**config.mk**
```make
export PLATFORM = sky130hd
export DESIGN_NAME = ctrl_pipe
export DESIGN_NICKNAME = d
export VERILOG_FILES = /design/src/rtl/riscv_pkg.sv /design/src/rtl/branch_cond.sv /design/src/rtl/ctrl_pipe.sv
export SDC_FILE = /design/constraint.sdc
export NUM_CORES = 1
export LEC_CHECK = 0
export CAP_MARGIN = 10
export CORE_MARGIN = 3
export CORE_UTILIZATION = 35
export DETAILED_ROUTE_END_ITERATION = 10
export PLACE_DENSITY = 0.78
export SYNTH_ARGS = -nofsm -noshare
export SYNTH_HDL_FRONTEND = slang
export SYNTH_SLANG_ARGS = --single-unit
```
**constraint.sdc**
```tcl
create_clock -name clk -period 1.47 [get_ports clk]
set_input_delay 0.294 -clock clk [delete_from_list [all_inputs] [get_ports clk]]
set_output_delay 0.294 -clock clk [all_outputs]
set_load 0.005 [all_outputs]
```
**src/rtl/riscv_pkg.sv**
```systemverilog
// Shared types for the RV32I core: branch funct3 codes and pipeline control bundles.
package riscv_pkg;

    localparam logic [2:0] F3_BEQ  = 3'b000;
    localparam logic [2:0] F3_BNE  = 3'b001;
    localparam logic [2:0] F3_BLT  = 3'b100;
    localparam logic [2:0] F3_BGE  = 3'b101;
    localparam logic [2:0] F3_BLTU = 3'b110;
    localparam logic [2:0] F3_BGEU = 3'b111;

    // Controls carried into Execute (destination register kept beside it, width is a parameter).
    typedef struct packed {
        logic       valid;
        logic       reg_write;
        logic       mem_write;
        logic       jump;
        logic       branch;
        logic       alu_src;
        logic [1:0] result_src;
        logic [2:0] alu_control;
        logic [2:0] funct3;
    } ctrl_e_t;

    // Controls still needed in Memory.
    typedef struct packed {
        logic       valid;
        logic       reg_write;
        logic       mem_write;
        logic [1:0] result_src;
        logic [2:0] funct3;
    } ctrl_m_t;

    // Controls still needed in Writeback.
    typedef struct packed {
        logic       valid;
        logic       reg_write;
        logic [1:0] result_src;
    } ctrl_w_t;

    // All-zero bundle: no register write, no memory write, no branch or jump.
    localparam ctrl_e_t CTRL_BUBBLE = '0;

endpackage

```
**src/rtl/branch_cond.sv**
```systemverilog
// Branch condition decode from funct3 and the ALU subtraction flags.
module branch_cond
    import riscv_pkg::*;
(
    input  logic [2:0] funct3,
    input  logic       ZeroE,
    input  logic       LtE,
    input  logic       LtuE,
    output logic       taken
);

    // Select the flag (or its inverse) that the branch type tests; unused codes never take.
    always_comb begin
        taken = 1'b0;
        case (funct3)
            F3_BEQ:  taken = ZeroE;
            F3_BNE:  taken = ~ZeroE;
            F3_BLT:  taken = LtE;
            F3_BGE:  taken = ~LtE;
            F3_BLTU: taken = LtuE;
            F3_BGEU: taken = ~LtuE;
            default: taken = 1'b0;
        endcase
    end

endmodule

```
**src/rtl/ctrl_pipe.sv**
```systemverilog
// Control pipeline D -> E -> M -> W with Execute-stage branch resolution.
module ctrl_pipe
    import riscv_pkg::*;
#(
    parameter int unsigned REG_AW = 5
) (
    input  logic              clk,
    input  logic              reset,
    input  logic              ValidD,
    input  logic              RegWriteD,
    input  logic              MemWriteD,
    input  logic              JumpD,
    input  logic              BranchD,
    input  logic              ALUSrcD,
    input  logic [1:0]        ResultSrcD,
    input  logic [2:0]        ALUControlD,
    input  logic [2:0]        funct3D,
    input  logic [REG_AW-1:0] RdD,
    input  logic              FlushE,
    input  logic              ZeroE,
    input  logic              LtE,
    input  logic              LtuE,
    output logic              ValidE,
    output logic              ALUSrcE,
    output logic [2:0]        ALUControlE,
    output logic [1:0]        ResultSrcE,
    output logic              RegWriteE,
    output logic [REG_AW-1:0] RdE,
    output logic              PCSrcE,
    output logic              ValidM,
    output logic              RegWriteM,
    output logic              MemWriteM,
    output logic [1:0]        ResultSrcM,
    output logic [2:0]        funct3M,
    output logic [REG_AW-1:0] RdM,
    output logic              ValidW,
    output logic              RegWriteW,
    output logic [1:0]        ResultSrcW,
    output logic [REG_AW-1:0] RdW
);

    ctrl_e_t           ctrl_e_d, ctrl_e_q;
    ctrl_m_t           ctrl_m_d, ctrl_m_q;
    ctrl_w_t           ctrl_w_d, ctrl_w_q;
    logic [REG_AW-1:0] rd_e_d, rd_e_q;
    logic [REG_AW-1:0] rd_m_q;
    logic [REG_AW-1:0] rd_w_q;
    logic              cond_taken;

    // E next state: bubble on flush or invalid D, flush taking priority.
    always_comb begin
        ctrl_e_d = CTRL_BUBBLE;
        rd_e_d   = '0;
        if (!FlushE && ValidD) begin
            ctrl_e_d.valid       = 1'b1;
            ctrl_e_d.reg_write   = RegWriteD;
            ctrl_e_d.mem_write   = MemWriteD;
            ctrl_e_d.jump        = JumpD;
            ctrl_e_d.branch      = BranchD;
            ctrl_e_d.alu_src     = ALUSrcD;
            ctrl_e_d.result_src  = ResultSrcD;
            ctrl_e_d.alu_control = ALUControlD;
            ctrl_e_d.funct3      = funct3D;
            rd_e_d               = RdD;
        end
    end

    // M and W next state: plain copies of the stage before, bubbles included.
    always_comb begin
        ctrl_m_d.valid      = ctrl_e_q.valid;
        ctrl_m_d.reg_write  = ctrl_e_q.reg_write;
        ctrl_m_d.mem_write  = ctrl_e_q.mem_write;
        ctrl_m_d.result_src = ctrl_e_q.result_src;
        ctrl_m_d.funct3     = ctrl_e_q.funct3;
        ctrl_w_d.valid      = ctrl_m_q.valid;
        ctrl_w_d.reg_write  = ctrl_m_q.reg_write;
        ctrl_w_d.result_src = ctrl_m_q.result_src;
    end

    // Stage registers; reset drops every stage to a bubble immediately.
    always_ff @(posedge clk or negedge reset) begin
        if (!reset) begin
            ctrl_e_q <= CTRL_BUBBLE;
            ctrl_m_q <= '0;
            ctrl_w_q <= '0;
            rd_e_q   <= '0;
            rd_m_q   <= '0;
            rd_w_q   <= '0;
        end else begin
            ctrl_e_q <= ctrl_e_d;
            ctrl_m_q <= ctrl_m_d;
            ctrl_w_q <= ctrl_w_d;
            rd_e_q   <= rd_e_d;
            rd_m_q   <= rd_e_q;
            rd_w_q   <= rd_m_q;
        end
    end

    branch_cond u_branch_cond (
        .funct3 (ctrl_e_q.funct3),
        .ZeroE  (ZeroE),
        .LtE    (LtE),
        .LtuE   (LtuE),
        .taken  (cond_taken)
    );

    // Branch/jump redirect, gated by the E valid bit so bubbles never redirect.
    always_comb begin
        PCSrcE = ctrl_e_q.valid & ((ctrl_e_q.branch & cond_taken) | ctrl_e_q.jump);
    end

    assign ValidE      = ctrl_e_q.valid;
    assign ALUSrcE     = ctrl_e_q.alu_src;
    assign ALUControlE = ctrl_e_q.alu_control;
    assign ResultSrcE  = ctrl_e_q.result_src;
    assign RegWriteE   = ctrl_e_q.reg_write;
    assign RdE         = rd_e_q;

    assign ValidM      = ctrl_m_q.valid;
    assign RegWriteM   = ctrl_m_q.reg_write;
    assign MemWriteM   = ctrl_m_q.mem_write;
    assign ResultSrcM  = ctrl_m_q.result_src;
    assign funct3M     = ctrl_m_q.funct3;
    assign RdM         = rd_m_q;

    assign ValidW      = ctrl_w_q.valid;
    assign RegWriteW   = ctrl_w_q.reg_write;
    assign ResultSrcW  = ctrl_w_q.result_src;
    assign RdW         = rd_w_q;

endmodule
```
==> flow_metrics.tcl, run 1 <==
set metrics [dict create \
    synthesis.area_um2 1245 \
    cts_buffers 5 \
    fill_cells 289 \
    area_growth_pct 54.97 \
    rows 21 \
    port_buffers 60 \
    regToRegSetupSlack_ps 800 \
    min_period_over_period 1.182 \
    dieArea_um2 4309 \
    grtUsageTotal 0.1233 \
    drt_iter0_drc 3 \
    hp-class "reg -> reg" \
    post-route-util 0.5692 \
    die_w_um 65.64 \
    grt_remaining_overflow 0 \
    crit_path_end_kind "primary output" \
    grt_pass1_vias 793 \
    setup_violations 1 \
    clock_path_buffers 2 \
    drive_gt1_frac 0.09929 \
    max_freq_ghz 0.5757 \
    maxCapViolCount 0 \
    maxSlewHeadroom 0.6761 \
    ys_ff_latch 41 \
    synth_area_leaders "dfrtp_1 82%, and2_1 9.0%, buf_4 3.0%, xor2_1 1.4%, a31oi_1 1.0%" \
    start_util 0.3673 \
    netlist_instances 74 \
    slowest_stage "dfrtp_1" \
    slew_viol_final 0 \
    wl_um 2324 \
    status "finished, violations left" \
    ant_nets 0 \
    powerDensity_nw_per_um2 986.0 \
    leakage_nw 1.049 \
    drt-pass1-iter-count 2 \
    clkSlewWorstSetupHoldPaths_ps 100 \
    cp-start-kind "flip-flop" \
    viasPerCell 4.032 \
    setup_slack_ps -267.0 \
    hold_viol 0 \
    synth_largest_area_cell "dfrtp_1" \
    syn_area_per_cell_um2 16.82 \
    diodes 0 \
    yosysUniqueCellTypes 11 \
    finClkSkew_ps 5.975 \
    antenna_found_initial 0 \
    tritoncts "done" \
    wl_per_cell_um 12.43 \
    vias 754 \
    route.detailed.drc 0 \
    grt_pass1_wl_um 3732 \
    rsz0062_at_grt "yes" \
    coreArea_um2 3390 \
    h-tree-depth 2 \
    cp_max_fo 2 \
    finalNonFillerCells 187 \
    critPathBufInv 1 \
    placedCellCount 179 \
    clock-sinks 41 \
    grt_max_degree 22 \
    yosys_warnings 0 \
    multiInputGateArea_um2 183.9 \
    final_cell_mix "41 x dfrtp_1, 35 x dlygate4sd2_1, 23 x clkdlybuf4s50_1" \
    worstPathArrival_ps 1440 \
    crit_path_cell_trace "xnor2_1 -> or3_1 -> a31oi_1 -> buf_2" \
    ir_drop_uv 435.6 \
    synth_nets 99 \
    gp_congestion 0.6921 \
    violations "negative setup slack" \
    die_height_um 65.64 \
    holdWs_ps 365.4 \
    min_period_ps 1737 \
    tightestPinTransition_ps 485.8 \
    clk_latency_ps 330 \
    cp.required_ps 1180 \
    cts-root-buf "clkbuf_4" \
    io_pins 61 \
    synth_top_area_share 0.8241 \
    cp_top_family "flip-flops" \
    path_class "reg -> out" \
    nNetsFinal 166 \
    mostFrequentLayoutCell "dfrtp_1" \
    seq_area_frac_synth 0.8241 \
    slowest_delay_ps 410 \
    regArea_um2 1026 \
]
layer usage:
metal,vias up,share of wire,track usage
met5,-,0,0
met4,0,0.045,0.1166
met3,10,0.075,0.03590
met2,36,0.54,0.1852
met1,351,0.34,0.1380
li1,357,-,-
registers in the layout, summed over array words and instances, names as in the netlist:
signal / count
ALUControlE: 3
ALUSrcE: 1
MemWriteM: 1
RdE: 5
RdM: 5
RdW: 5
RegWriteE: 1
RegWriteM: 1
RegWriteW: 1
ResultSrcE: 2
ResultSrcM: 2
ResultSrcW: 2
ValidE: 1
ValidM: 1
ValidW: 1
ctrl_e_q: 6
funct3M: 3
final timing paths:
kind	from	to	depth (start not counted)
max	ctrl_e_q[0]	PCSrcE	4
min	ctrl_e_q[11]	MemWriteM	0
max reg2reg	ctrl_e_q[0]	funct3M[0]	1
min reg2reg	ctrl_e_q[11]	MemWriteM	0
max in group asynchronous	reset	RdE[4]	3
min in group asynchronous	reset	ResultSrcW[1]	2
timing repair:
| action | CTS | global route |
|---|---|---|
| endpoints found under the hold margin | 20 | 0 |
| cloned | 0 | 0 |
| hold buffers | 1 | 0 |
| pin swaps | 3 | 2 |
| setup buffers | 0 | 0 |
| resized for setup | 39 | 1 |
| endpoints found under the setup margin | 36 | 1 |
where the power goes:
| group | switching (W) | internal (W) |
|---|---|---|
| logic | 0.0000654 | 0.000118 |
| clock network | 0.000306 | 0.000226 |
| registers | 0.0000166 | 0.00117 |
area by class of cell:
class	count	share of cell area
clock buffers	7	0.02853
multi-input cells	27	0.09533
flip-flops and latches	41	0.5318
well taps	46	0.02983
repair buffers	66	0.3145
metrics by stage:
| step | setup TNS, ps | cell area [um^2] | setup WS [ps] | power [W] |
|---|---|---|---|---|
| finish | -267.0 | 1929 | -267.0 | 0.001902 |
| global route | -398.0 | 1929 | -398.0 | 0.001998 |
| CTS | -292.7 | 1922 | -292.7 | 0.001929 |
| floorplan | 0 | 1245 | 194.9 | 0.001249 |
| detailed placement | -628.4 | 1906 | -628.4 | 0.001425 |
| global placement | -607.7 | 1906 | -607.7 | 0.001417 |
cell families (layout without fill, tap and decap cells):
family	Yosys count	in the layout	synth area share
XOR/XNOR	3	3	0.02111
AND/OR/NAND/NOR	21	21	0.1065
buffers and inverters	6	73	0.03417
flip-flops	41	41	0.8241
AO/OA/AOI/OAI	3	3	0.01406
Yosys cell counts:
library cell,number
xor2_1,2
and2_1,18
dfrtp_1,41
o21ai_0,1
buf_2,1
xnor2_1,1
buf_4,5
or3_1,1
a31oi_1,2
nand3b_1,1
nor2b_1,1
Note: power is estimated with default switching activity, not from simulation.
==> run 2: changes to the inputs <==
--- a/config.mk
+++ b/config.mk
@@ -6,7 +6,7 @@
 export NUM_CORES = 1
 export LEC_CHECK = 0
 export CAP_MARGIN = 10
-export CORE_MARGIN = 3
+export CORE_MARGIN = 1
 export CORE_UTILIZATION = 35
 export DETAILED_ROUTE_END_ITERATION = 10
 export PLACE_DENSITY = 0.78
==> flow_metrics.tcl, run 2 (synthesis gave the netlist of run 1 again) <==
set metrics [dict create \
    area_growth_pct 59.50 \
    r2r-end "funct3M[0]" \
    largest-register "ctrl_e_q" \
    antenna_found_initial 0 \
    drt_iter0_drc 23 \
    crit_path_cell_trace "buf_4 -> xor2_1 -> nand3b_1 -> a31oi_1 -> buf_2" \
    maxCapViolCount 0 \
    fin_area_um2 1986 \
    tns_ps -294.7 \
    slew_viol_final 0 \
    hold-path-endpoint "MemWriteM" \
    fill_cells 296 \
    cts-root-buf "clkbuf_4" \
    finClkSkew_ps 12.03 \
    nNetsFinal 170 \
    ir_drop_uv 507.3 \
    reg2reg_from "ctrl_e_q[0]" \
    clock_path_buffers 2 \
    grt_remaining_overflow 0 \
    multiInputGateArea_um2 176.4 \
    grtUsageTotal 0.1332 \
    slowest_delay_ps 410 \
    maxSlewHeadroom 0.6838 \
    setup_violations 1 \
    cp_max_fo 3 \
    clk_latency_ps 340 \
    slowest_stage "dfrtp_1" \
    drive_gt1_frac 0.1233 \
    grt_max_degree 22 \
    status "finished, violations left" \
    wl_um 2286 \
    grt_pass1_vias 737 \
    route.detailed.drc 0 \
    cp_top_family "flip-flops" \
    r2r_cells 1 \
    grt_pass1_wl_um 3387 \
    clkSlewWorstSetupHoldPaths_ps 110 \
    critPathBufInv 2 \
    hold_viol 0 \
    min_from "ctrl_e_q[11]" \
    coreArea_um2 3363 \
    final_cell_mix "41 x dfrtp_1, 34 x dlygate4sd2_1, 23 x clkdlybuf4s50_1" \
    cp.required_ps 1180 \
    cp-start-kind "flip-flop" \
    wl_per_cell_um 11.91 \
    die_height_um 61.64 \
    viasPerCell 3.932 \
    ant_nets 0 \
    hp-class "reg -> reg" \
    largest_reg_flops 6 \
    clock-sinks 41 \
    path_class "reg -> out" \
    h-tree-depth 2 \
    violations "negative setup slack" \
    die_w_um 61.64 \
    placed_area_um2 1906 \
    start_util 0.3702 \
    io_pins 61 \
    cts_buffers 5 \
    tritoncts "done" \
    rows 21 \
    tightestPinTransition_ps 474.3 \
    diodes 0 \
    gp_congestion 0.7075 \
    crit_path_end_kind "primary output" \
    mostFrequentLayoutCell "dfrtp_1" \
    whs_path_depth 0 \
    leakage_nw 1.096 \
    dieArea_um2 3799 \
    regArea_um2 1026 \
    setup_slack_ps -294.7 \
    rsz0062_at_grt "yes" \
    regToRegSetupSlack_ps 790 \
    min_period_over_period 1.201 \
    max_freq_ghz 0.5667 \
    port_buffers 60 \
    drt-pass1-iter-count 4 \
    min_period_ps 1765 \
    worstPathArrival_ps 1470 \
    powerDensity_nw_per_um2 1064 \
    vias 755 \
]
## run 2: changes by cell type in the layout (fill, tap and decap cells not counted)
cell	previous run	this run
buf_4	4	8
dlymetal6s2s_1	0	1
dlygate4sd2_1	35	34
xor2_1	1	2
xor2_2	1	0
bufinv_16	0	1
## run 2: how the worst max path moves through the flow
stage,from,end,depth (start not counted)
finish,ctrl_e_q[0],PCSrcE,5
detailed placement,ZeroE,PCSrcE,5
CTS,ctrl_e_q[0],PCSrcE,4
global placement,ZeroE,PCSrcE,5
global route,ctrl_e_q[0],PCSrcE,5
floorplan,ctrl_e_q[0],PCSrcE,3
## run 2: what timing repair did
action	in CTS	in global routing
gates cloned	0	0
buffers inserted	4	0
hold buffers	1	0
pin swaps	3	1
endpoints found under the setup margin	35	2
gates resized for setup	38	1
endpoints found under the hold margin	20	0
## run 2: area by class of cell
cell class / instances / share of cell area
flip-flops and latches: 41 / 0.5167
repair buffers: 70 / 0.3226
multi-input cells: 27 / 0.08885
well taps: 46 / 0.02899
clock buffers: 7 / 0.02773
clock inverters: 1 / 0.01512
## run 2: power breakdown
group / internal (W) / switching (W) / leakage (nW)
sequential: 0.00117 / 0.0000163 / 0.550
clock: 0.000406 / 0.000330 / 0.0455
combinational: 0.000123 / 0.0000660 / 0.501
## run 2: routing by layer
| layer | GRT usage | wire length [um] | vias to the layer above |
|---|---|---|---|
| met5 | 0 | 0 | - |
| met4 | 0.07619 | 57 | 0 |
| met3 | 0.05252 | 149 | 5 |
| met2 | 0.2181 | 1198 | 31 |
| met1 | 0.1476 | 879 | 350 |
| li1 | - | - | 369 |
## run 2: stage by stage
step / utilization / hold WS (ps) / setup slack (ps) / power, W / std cells
finish: 0.5904 / 359.4 / -294.7 / 0.002112 / 192
global route: 0.5904 / 378.6 / -373.7 / 0.002203 / 192
CTS: 0.5897 / 366.3 / -332.6 / 0.002134 / 192
detailed placement: 0.5666 / 276.0 / -630.1 / 0.001423 / 179
global placement: 0.5666 / 261.9 / -606.5 / 0.001416 / 179
floorplan: - / -1.591 / 194.9 / 0.001249 / 74
